==> config.mk <==
export PLATFORM = sky130hd
export DESIGN_NAME = fir_mac_seq
export DESIGN_NICKNAME = d
export VERILOG_FILES = /design/src/rtl/fir_mac_seq.sv
export SDC_FILE = /design/constraint.sdc
export NUM_CORES = 2
export LEC_CHECK = 0
export CAP_MARGIN = 20
export CORE_UTILIZATION = 50
export CTS_BUF_LIST = sky130_fd_sc_hd__clkbuf_16
export DETAILED_ROUTE_END_ITERATION = 16
export PLACE_DENSITY = 0.68
export SLEW_MARGIN = 20
export SYNTH_ARGS = -nofsm -noshare
export SYNTH_HDL_FRONTEND = slang
export SYNTH_SLANG_ARGS = --single-unit
==> constraint.sdc <==
create_clock -name clk -period 10.5 [get_ports clk]
set_input_delay 2.1 -clock clk [delete_from_list [all_inputs] [get_ports clk]]
set_output_delay 2.1 -clock clk [all_outputs]
set_load 0.05 [all_outputs]
==> src/rtl/fir_mac_seq.sv <==
// fir_mac_seq: time-multiplexed FIR with one MAC over a circular sample buffer,
// runtime-writable coefficients, round-half-up scaling and output saturation.
module fir_mac_seq #(
    parameter int WD_IN   = 24,
    parameter int WD_OUT  = 24,
    parameter int WD_COEF = 18,
    parameter int TAPS    = 32,
    parameter int SHIFT   = 16
) (
    input  logic                     clk,
    input  logic                     reset_n,
    input  logic                     in_valid,
    output logic                     in_ready,
    input  logic [WD_IN-1:0]         data_in,
    output logic                     out_valid,
    output logic [WD_OUT-1:0]        data_out,
    output logic                     sat,
    input  logic                     coef_we,
    input  logic [$clog2(TAPS)-1:0]  coef_addr,
    input  logic [WD_COEF-1:0]       coef_data
);
    localparam int AW     = $clog2(TAPS);
    localparam int WD_ACC = WD_IN + WD_COEF + AW;
    localparam logic signed [WD_ACC:0] O_MAX = {{(WD_ACC+2-WD_OUT){1'b0}}, {(WD_OUT-1){1'b1}}};
    localparam logic signed [WD_ACC:0] O_MIN = ~O_MAX;
    localparam logic signed [WD_ACC:0] HALF  = (WD_ACC+1)'(1) << (SHIFT-1);

    typedef enum logic [1:0] {IDLE, MAC, OUT} state_t;

    state_t                      state, nxt;
    logic signed [WD_IN-1:0]     smp  [TAPS];
    logic signed [WD_COEF-1:0]   coef [TAPS];
    logic [AW-1:0]               wr_ptr, newest, k, idx;
    logic [AW:0]                 diff;
    logic signed [WD_ACC-1:0]    acc;
    logic signed [WD_IN+WD_COEF-1:0] prod;
    logic signed [WD_ACC:0]      sum, r;
    logic                        ovf_hi, ovf_lo, accept, last;

    assign in_ready = state == IDLE;
    assign accept   = in_valid && in_ready;
    assign last     = k == AW'(TAPS-1);

    // Tap k reads the sample k steps older than the newest, wrapping around the buffer.
    always_comb begin
        diff   = {1'b0, newest} - {1'b0, k};
        idx    = diff[AW] ? AW'(diff + (AW+1)'(TAPS)) : diff[AW-1:0];
        prod   = smp[idx] * coef[k];
        sum    = {acc[WD_ACC-1], acc} + HALF;
        r      = sum >>> SHIFT;
        ovf_hi = r > O_MAX;
        ovf_lo = r < O_MIN;
    end

    always_comb begin
        nxt = state;
        unique case (state)
            IDLE:    nxt = accept ? MAC : IDLE;
            MAC:     nxt = last ? OUT : MAC;
            default: nxt = IDLE;
        endcase
    end

    always_ff @(posedge clk or negedge reset_n) begin
        if (!reset_n) begin
            state <= IDLE;
            for (int i = 0; i < TAPS; i++) begin
                smp[i]  <= '0;
                coef[i] <= '0;
            end
            wr_ptr    <= '0;
            newest    <= '0;
            k         <= '0;
            acc       <= '0;
            out_valid <= 1'b0;
            data_out  <= '0;
            sat       <= 1'b0;
        end else begin
            state     <= nxt;
            out_valid <= state == OUT;
            if (coef_we && state == IDLE)
                coef[coef_addr] <= coef_data;
            if (accept) begin
                smp[wr_ptr] <= data_in;
                newest      <= wr_ptr;
                wr_ptr      <= wr_ptr == AW'(TAPS-1) ? '0 : wr_ptr + 1'b1;
                acc         <= '0;
                k           <= '0;
            end
            if (state == MAC) begin
                acc <= acc + {{(WD_ACC-WD_IN-WD_COEF){prod[WD_IN+WD_COEF-1]}}, prod};
                k   <= last ? '0 : k + 1'b1;
            end
            if (state == OUT) begin
                data_out <= ovf_hi ? O_MAX[WD_OUT-1:0] : ovf_lo ? O_MIN[WD_OUT-1:0] : r[WD_OUT-1:0];
                sat      <= ovf_hi || ovf_lo;
            end
        end
    end
endmodule
==> run summary <==
synth top area cells = dfrtp_1, mux2_2, mux4_2, fa_1, ha_1
Layout Skew = 0.0236 ns
Die Wd = 408 um
Pwr Total = 25.5 mW
failing checks = negative setup slack
grt ovf = 0
Worst-path clk slew = 0.06 ns
Hold Fails Final Rpt = 0
HP Start = acc[10]$_DFFE_PN0P_
Vias = 50,800
DP Area = 88,500 um2
VDD IR max = 263 uV
wire length per cell = 23.9 um
# DRC = 0
Worst Path Buf+Inv = 8
Syn Nets = 6,789
CP most frequent cell = fa_1
max_cap viols = 0
critical path class = flop to flop
Static Leak = 45.7 nW
Worst Path Required = 11.16 ns
Crit path largest cell delay = 0.84 ns
Register Area = 35,900 um2
final-report max-slew violation count = 0
R2R Path Start = k[0]$_DFFE_PN0P_
final wirelength = 208,000 um
Synth top area share = 43.5%
library cells used by synthesis = 85
initial core utilization = 50.5%
Setup WS pre-CTS = -0.459 ns
Port Buffers = 77
sequential area share after synthesis = 43.5%
Most used DFF post-synth = dfrtp_1
Root Buffer = clkbuf_16
Initial DRC Count = 3,534
synthesized area per cell = 13.4 um2
Slew headroom = 20.6%
CTS tree = done
row count = 148
Mapped Area = 82,500 um2
H-tree Lvls = 4
die area = 167,000 um2
largest net degree at the start of global routing = 171
cell accounting for the most synthesized area = dfrtp_1
routability cong. = 0.886
hpwl dp = 133,000 um
layout cells sized above 1 = 39.6%
TritonRoute pass-1 iters = 5
Cell Pwr Density = 272 nW/um2
area of the multi-input gates = 43,500 um2
Worst Hold Class = flop to flop
asr flop ratio synth = 100%
CP Max Fanout = 17
post-synthesis cell count = 6,148
Crit-path slowest cell = fa_4
CP top delay family = adder cells
yosys warns = 0
Post-synth EDFFs = 0
P&R area growth vs syn = 13.6%
via-per-instance ratio = 5.84
core area = 163,000 um2
Filler cells = 13,000
GRT Util Overall = 25.5%
antenna-violating nets left = 0
CP Launch Type = flop
Skew-Pair Late Insertion Delay = 0.81 ns
global-route wire length before repair = 327,000 um
Setup crit start = k[0]$_DFFE_PN0P_
initial antenna violation count = 9
I/O Pins = 78
crit path DAT = 11.44 ns
final worst-path cycle share = 103%
placed insts = 8,403
Nets = 7,041
vias in the first global route = 54,000
clk sinks = 1,434
register bit count reported by yosys = 1,434
clk buf depth = 3
worst setup margin = -0.282 ns
status = finished with violations
cts hold-fix bufs = 0
critical path endpoint category = flop
RSZ-0062 raised after global routing = yes
Chip Height = 408 um
FMAX = 92.7 MHz
Num CTS Buffers = 154
Worst Tran Pin Value = 1.19 ns
final instance area = 93,800 um2
Non-Filler Instances = 8,698
fin crit period = 10.78 ns
endpoints failing setup = 7
power breakdown:
part	internal (mW)	leakage [nW]	switching, mW
registers	6.35	19.7	0.500
logic	6.36	23.5	7.03
clock network	2.94	2.50	2.33
synthesized netlist by cell type, types with 13 or more instances:
library cell	instances
o21ai_0	90
and2_1	108
inv_1	531
o21a_1	13
nand4_1	15
a21oi_1	77
buf_1	14
nor2_1	150
nand2b_1	17
xor2_1	48
nand3_1	65
ha_1	162
mux2_2	1378
mux4_2	412
nand2_1	460
fa_1	428
buf_2	88
o211ai_1	28
a21o_1	50
and3_1	16
dfrtp_1	1434
xnor2_1	62
clkbuf_1	319
sequential cells by signal, indices dropped and copies added, names as in the netlist:
name	flops
data_out	24
smp	768
k	5
coef	576
sat	1
acc	47
out_valid	1
wr_ptr	5
state	2
newest	5
area by class of cell:
cell class | count | area share, %
Inverter | 532 | 2.13
Clock buffer | 154 | 4.11
Timing Repair Buffer | 523 | 5.08
Sequential cell | 1434 | 38.3
Antenna cell | 1 | 0.00267
Multi-Input combinational cell | 3755 | 46.4
Tap cell | 2175 | 2.90
Clock inverter | 124 | 1.11
placed cells by master (no fill, tap or decap), types with 10 or more instances in the layout:
cell and instances:
a21o_1 50, a21oi_1 71, and2_1 107, and3_1 16, buf_12 47, buf_2 14
buf_4 386, bufinv_16 10, clkbuf_16 157, clkdlybuf4s50_1 62, clkinv_1 36, clkinv_2 20
dfrtp_1 1431, fa_1 427, ha_1 160, inv_1 562, mux2_2 1366, mux2_4 13
mux4_2 412, nand2_1 442, nand2_2 19, nand2b_1 16, nand3_1 65, nand4_1 15
nor2_1 117, nor2_4 30, nor3_1 12, o211ai_1 28, o21a_1 13, o21ai_0 76
o21ai_1 16, o21bai_1 12, xnor2_1 59, xor2_1 48
metrics by stage:
stage          utilization (%)  TNS (ns)  hold slack [ns]
6_report                  57.4     -1.18            0.486
5_1_grt                   57.4     -5.05            0.507
4_1_cts                   57.2     -1.20            0.494
3_5_place_dp              54.2     -2.02            0.482
3_3_place_gp              54.2     -1.13            0.471
2_1_floorplan                -         0            0.453
layer usage:
metal / global-route usage, % / wire length (um)
met5: 0 / 62
met4: 7.56 / 6000
met3: 4.38 / 11900
met2: 41.3 / 101000
met1: 35.4 / 89200
cells by family after synthesis:
kind of cell	after synthesis	synth area share [%]
mux	1796	30.1
flops	1434	43.5
fa+ha+maj	590	12.8
simple gates	906	5.01
xor+xnor	110	1.17
compound gates	352	2.85
buf+inv	960	4.54
final timing paths:
check	end	slack, ns	cells past startpoint
worst max-delay path	acc[44]$_DFFE_PN0P_	-0.28	41
max in group asynchronous	smp[472]$_DFFE_PN0P_	6.92	3
worst max register to register	acc[44]$_DFFE_PN0P_	-0.28	41
worst min-delay path	acc[10]$_DFFE_PN0P_	0.49	2
worst min register to register	acc[10]$_DFFE_PN0P_	0.49	2
min in group asynchronous	out_valid$_DFF_PN0_	1.16	1
repair_timing:
action                     CTS  global route
pin swaps                    2            10
resized for setup           13            56
hold endpoints to repair     0             0
setup buffers                0            10
setup endpoints to repair    9            24
cloned                       0             5
tightest hold or removal path: cells and delay by family, from the launching register on:
| family | cells | cell delay, ns |
|---|---|---|
| AO/OA/AOI/OAI | 1 | 0.06 |
| flip-flops | 1 | 0.35 |
| AND/OR/NAND/NOR | 1 | 0.05 |
No activity file was read; power rests on OpenSTA's default activity.
